## src/rtl/svm_inject_gen.sv

```systemverilog
// svm_inject_gen: zero-sequence injection for N-phase PWM references.
// Min/max offset select, subtract, shift, symmetric clamp; 3-stage pipe.
package svm_pkg;
  typedef struct packed {
    logic clk;
    logic rstn;
  } clock_t;
endpackage

module svm_inject_gen
  import svm_pkg::*;
#(
  parameter int W   = 16,
  parameter int NCH = 3,
  parameter int OSH = 1
) (
  input  clock_t             clock,
  input  logic               in_val,
  input  logic [NCH*W-1:0]   in_data,
  input  logic [1:0]         mode,
  input  logic               sat_clr,
  output logic               out_val,
  output logic [NCH*W-1:0]   out_data,
  output logic [NCH-1:0]     sat_flag
);

  localparam int WE = W + 2;
  localparam logic signed [WE-1:0] LIM  = WE'(2**(W-1) - 1);
  localparam logic signed [WE-1:0] NLIM = -LIM;

  logic clk;
  logic rstn;
  assign clk  = clock.clk;
  assign rstn = clock.rstn;

  logic signed [W-1:0]  cmax, cmin;
  logic                 s1_v;
  logic [NCH*W-1:0]     s1_x;
  logic [1:0]           s1_mode;
  logic signed [W-1:0]  s1_max, s1_min;
  logic signed [WE-1:0] off;
  logic                 s2_v;
  logic [NCH*W-1:0]     s2_x;
  logic signed [WE-1:0] s2_off;
  logic signed [WE-1:0] dif [NCH];
  logic [NCH*W-1:0]     s3_d;
  logic [NCH-1:0]       s3_sat;

  // channel extremes of the incoming vector
  always_comb begin
    cmax = in_data[W-1:0];
    cmin = in_data[W-1:0];
    for (int i = 1; i < NCH; i++) begin
      if ($signed(in_data[i*W +: W]) > cmax)
        cmax = in_data[i*W +: W];
      if ($signed(in_data[i*W +: W]) < cmin)
        cmin = in_data[i*W +: W];
    end
  end

  // S1: capture sample, mode and extremes
  always_ff @(posedge clk or negedge rstn) begin
    if (!rstn) begin
      s1_v    <= 1'b0;
      s1_x    <= '0;
      s1_mode <= '0;
      s1_max  <= '0;
      s1_min  <= '0;
    end else begin
      s1_v <= in_val;
      if (in_val) begin
        s1_x    <= in_data;
        s1_mode <= mode;
        s1_max  <= cmax;
        s1_min  <= cmin;
      end
    end
  end

  // common-mode offset for the selected modulation
  always_comb begin
    off = '0;
    unique case (s1_mode)
      2'd0: off = '0;
      2'd1: off = (WE'(s1_max) + WE'(s1_min)) >>> 1;
      2'd2: off = WE'(s1_max) - LIM;
      2'd3: off = WE'(s1_min) + LIM;
    endcase
  end

  // S2: register offset alongside the sample
  always_ff @(posedge clk or negedge rstn) begin
    if (!rstn) begin
      s2_v   <= 1'b0;
      s2_x   <= '0;
      s2_off <= '0;
    end else begin
      s2_v <= s1_v;
      if (s1_v) begin
        s2_x   <= s1_x;
        s2_off <= off;
      end
    end
  end

  // subtract, scale and clamp to the symmetric range
  always_comb begin
    s3_d   = '0;
    s3_sat = '0;
    for (int i = 0; i < NCH; i++) begin
      dif[i] = (WE'($signed(s2_x[i*W +: W])) - s2_off) >>> OSH;
      if (dif[i] > LIM) begin
        s3_d[i*W +: W] = LIM[W-1:0];
        s3_sat[i]      = 1'b1;
      end else if (dif[i] < NLIM) begin
        s3_d[i*W +: W] = NLIM[W-1:0];
        s3_sat[i]      = 1'b1;
      end else begin
        s3_d[i*W +: W] = dif[i][W-1:0];
      end
    end
  end

  // S3: output registers; a new saturation beats a clear
  always_ff @(posedge clk or negedge rstn) begin
    if (!rstn) begin
      out_val  <= 1'b0;
      out_data <= '0;
      sat_flag <= '0;
    end else begin
      out_val <= s2_v;
      if (s2_v)
        out_data <= s3_d;
      sat_flag <= (sat_clr ? '0 : sat_flag)
                | (s2_v ? s3_sat : '0);
    end
  end

endmodule

```

## config.mk

```make
export PLATFORM = sky130hd
export DESIGN_NAME = svm_inject_gen
export DESIGN_NICKNAME = d
export VERILOG_FILES = /design/src/rtl/svm_inject_gen.sv
export SDC_FILE = /design/constraint.sdc
export NUM_CORES = 1
export LEC_CHECK = 0
export CORE_MARGIN = 3
export CORE_UTILIZATION = 55
export DETAILED_ROUTE_END_ITERATION = 10
export HOLD_SLACK_MARGIN = 0.05
export PLACE_DENSITY = 0.76
export REMOVE_ABC_BUFFERS = 1
export SLEW_MARGIN = 25
export SYNTH_ARGS = -nofsm -noshare
export SYNTH_HDL_FRONTEND = slang
export SYNTH_SLANG_ARGS = --single-unit
```

## constraint.sdc

```tcl
create_clock -name clock -period 12.8 [get_ports clock]
set_clock_uncertainty 0.15 [all_clocks]
set_input_delay 3.2 -clock clock [delete_from_list [all_inputs] [get_ports clock]]
set_output_delay 3.2 -clock clock [all_outputs]
set_load 0.1 [all_outputs]
```

==> out/qor.txt <==
YOSYS
-----------------------------------------------------------------------------------------------
Number of flops mapped to enable cells by yosys                                               0
Count leader, synth                                                                     dfrtp_1
Post-synthesis sequential area ratio                                                      0.349
Ys async rst share                                                                         1.00
Mean Syn Cell Area                                                                    9.44 um^2
Top cell types by occurrence after synthesis                                       dfrtp_1 (201), ha_1 (112), nand2_1 (99)
Post-Syn Area                                                                       0.0144 mm^2
Cell types occupying the most area after synthesis                                 dfrtp_1 (35%), ha_1 (9.7%), mux2_2 (7.0%), a21oi_1 (3.0%), nand2_1 (2.6%)
Post-synthesis cell type count                                                               94
Library cell with the largest summed area after synthesis                               dfrtp_1
Instance count of the mapped netlist                                                       1527
Share of Yosys cell area claimed by the top area cell type                                0.349
Register bit total from synthesis                                                           201
Total of warnings raised by yosys                                                             0
Primary FF master, synth                                                                dfrtp_1

SETUP PATH
-----------------------------------------------------------------------------------------------
Arrival @ worst endpoint                                                                8.87 ns
Crit. End Element                                                                      register
Register-to-Register Setup Slack                                                        9.01 ns
Worst r2r dst                                                                      out_data[40]
Crit path kind                                                                     input pin to register
Maximum net fanout on the critical path                                                      32
Data required, critical path                                                           13.03 ns
Critical R2R Launch                                                                   s2_off[1]
Number of cell instances on the worst register-to-register path                              10
Crit start category                                                                   input pin

FLOORPLANNING
-----------------------------------------------------------------------------------------------
Starting Density                                                                          0.566
Core region area                                                                    0.0255 mm^2
Num ports                                                                                   106
Die outline area                                                                    0.0282 mm^2
Die outline height                                                                       168 um
Die W                                                                                    168 um
Number of core rows                                                                          58

STA
-----------------------------------------------------------------------------------------------
Worst Setup Slack, final                                                                4.16 ns
Tcrit/Tclk final                                                                          0.675
FMAX                                                                                    116 MHz
Max transition margin                                                                     0.332
Worst-Margin Slew                                                                      0.999 ns
Unrepaired setup endpoints after global routing                                              no
Final hold slack                                                                      -0.467 ns
Number of pins exceeding their max-slew limit in the final report                             0
Time the final worst path needs with I/O delays and setup                               8.64 ns
Total of endpoints with negative setup slack in the final report                              0
Hold Fails Final Rpt                                                                        201
TNS Setup                                                                                  0 ns

DETAILED ROUTING
-----------------------------------------------------------------------------------------------
Antenna viol nets, final                                                                      0
Drt first-iter violations                                                                  1055
Wire length after detailed routing                                                      42.2 mm
Via count of the routed design                                                            12600
First-pass DRT Iterations                                                                     5
Mean routed wirelength per cell                                                         21.3 um
Remaining DRCs                                                                                0
Via-to-Cell Ratio                                                                          6.35

CLOCKING
-----------------------------------------------------------------------------------------------
Clock tree from TritonCTS                                                                   yes
Number of post-CTS setup repair buffers                                                       0
Post-cts gate resize count                                                                    0
Skew-Pair Late Insertion Delay                                                          0.52 ns
Clock input transition at the sequential cells of the worst setup and hold paths        0.07 ns
Post-cts hold buffer count                                                                    0

LAYOUT
-----------------------------------------------------------------------------------------------
Layout fillers                                                                             1966
Fraction of final layout cells with drive strength greater than 1                         0.133
Area Overhead vs Synth                                                                    20.2%
Layout Nets                                                                                1789
Post-Layout Cell Count                                                                     1983
Number of diodes                                                                              0

GRT
-----------------------------------------------------------------------------------------------
Global-route congestion overflow total                                                        0
Pin count of the biggest net entering global routing                                         80
Vias in the first global route                                                            12800
Wire length of the first global-routing pass                                            67.0 mm
Global-route usage over all layers                                                        0.297
Initial antenna violation count                                                               0

OUTCOME
-----------------------------------------------------------------------------------------------
Outcome                                                                            finished, violations left
Violations in the final reports                                                    negative hold slack

POWER AND IR DROP
-----------------------------------------------------------------------------------------------
Power density over the cells                                                        283 mW/mm^2
Maximum resistive drop on vdd                                                          0.230 mV
Leakage power                                                                        0.00745 uW

PLACEMENT
-----------------------------------------------------------------------------------------------
Number of buffers added on ports                                                            104
Placer's final routability congestion estimate                                            0.994
Instance count after placement with tap cells included                                     1896
Post-placement worst setup slack                                                        3.71 ns
DP Wirelength                                                                           29.0 mm

FLOW RUN
-----------------------------------------------------------------------------------------------
Number of max-cap violations                                                                  0

WORST HOLD PATH
-----------------------------------------------------------------------------------------------
Tightest Hold Check Type                                                           clock port to async pin

-- worst max path at each step --
stage                           start         end  slack, ns
after global routing      in_data[15]   s1_max[4]       3.91
after detailed placement  in_data[15]   s1_max[4]       3.71
after floorplan           in_data[15]   s1_max[0]       3.88
after CTS                 in_data[15]   s1_max[4]       4.21
after global placement    in_data[15]  s1_max[14]       3.85
final                     in_data[15]   s1_max[4]       4.16
-- worst max-delay path, stage by stage --
cell	delay, ns
clkdlybuf4s50_1	0.52
inv_1	0.07
ha_1	0.49
nand4_2	0.22
nor4_4	0.42
o21ai_2	0.16
nand3_4	0.13
xor2_4	0.23
a21oi_4	0.72
mux2i_1	0.41
ha_1	0.31
a21o_1	0.18
a21o_1	0.17
a21o_1	0.17
a21o_1	0.18
a2111oi_0	0.55
a221oi_2	0.11
buf_4	0.27
a31oi_1	0.23
o31ai_1	0.11
-- flip-flops by register name, indices dropped and copies added, names as in the netlist, 2 cells and up --
register	count
s1_x	48
s1_mode	2
s1_max	16
s2_off	17
s1_min	16
out_data	48
s2_x	48
sat_flag	3
-- power by group --
| group | leakage, uW | internal [uW] | total [uW] | switching [uW] |
|---|---|---|---|---|
| sequential | 0.00238 | 730 | 876 | 146 |
| combinational | 0.00425 | 847 | 2480 | 1630 |
| clock | 0.000822 | 910 | 1540 | 633 |
-- kinds of logic after synthesis --
group | count (synthesis) | synth area share
adder cells (fa/ha/maj) | 120 | 0.106
XOR/XNOR | 61 | 0.0384
buffers and inverters | 169 | 0.0464
AO/OA/AOI/OAI | 434 | 0.212
flip-flops | 201 | 0.349
multiplexers | 124 | 0.0962
AND/OR/NAND/NOR | 418 | 0.152
-- per-layer routing --
layer  global-route usage  up-vias  routed length (um)
li1                     -     5898                   -
met5                    0        -                   0
met1                0.388     6020               18100
met4                0.174        0                2050
met2                0.437      545               18700
met3               0.0895      135                3350
-- area by class of cell --
type | instances | area (um^2) | share of cell area
clock buffers | 63 | 1350 | 0.0781
well taps | 330 | 413 | 0.0238
repair buffers | 111 | 1090 | 0.0630
inverters | 97 | 364 | 0.0210
multi-input cells | 1157 | 8730 | 0.504
clock inverters | 24 | 339 | 0.0196
flip-flops and latches | 201 | 5030 | 0.290
-- per-stage QoR --
stage	util	total power (uW)	cell area, um^2
after detailed placement	0.613	3320	15600
final	0.680	4900	17300
after global routing	0.680	5220	17300
after CTS	0.680	4930	17300
after floorplan	-	2620	14100
after global placement	0.613	3270	15600
-- placed cells by master (no fill, tap or decap), types with 40 or more instances in the layout --
master | Yosys | routed
xnor2_1 | 40 | 40
dfrtp_1 | 201 | 199
mux2_2 | 89 | 89
a21oi_1 | 87 | 87
inv_1 | 96 | 96
nand2_1 | 99 | 99
o21ai_0 | 70 | 70
nor2_1 | 89 | 89
clkdlybuf4s50_1 | 0 | 103
ha_1 | 112 | 112
clkbuf_16 | 0 | 52
Note: power is estimated with default switching activity, not from simulation.
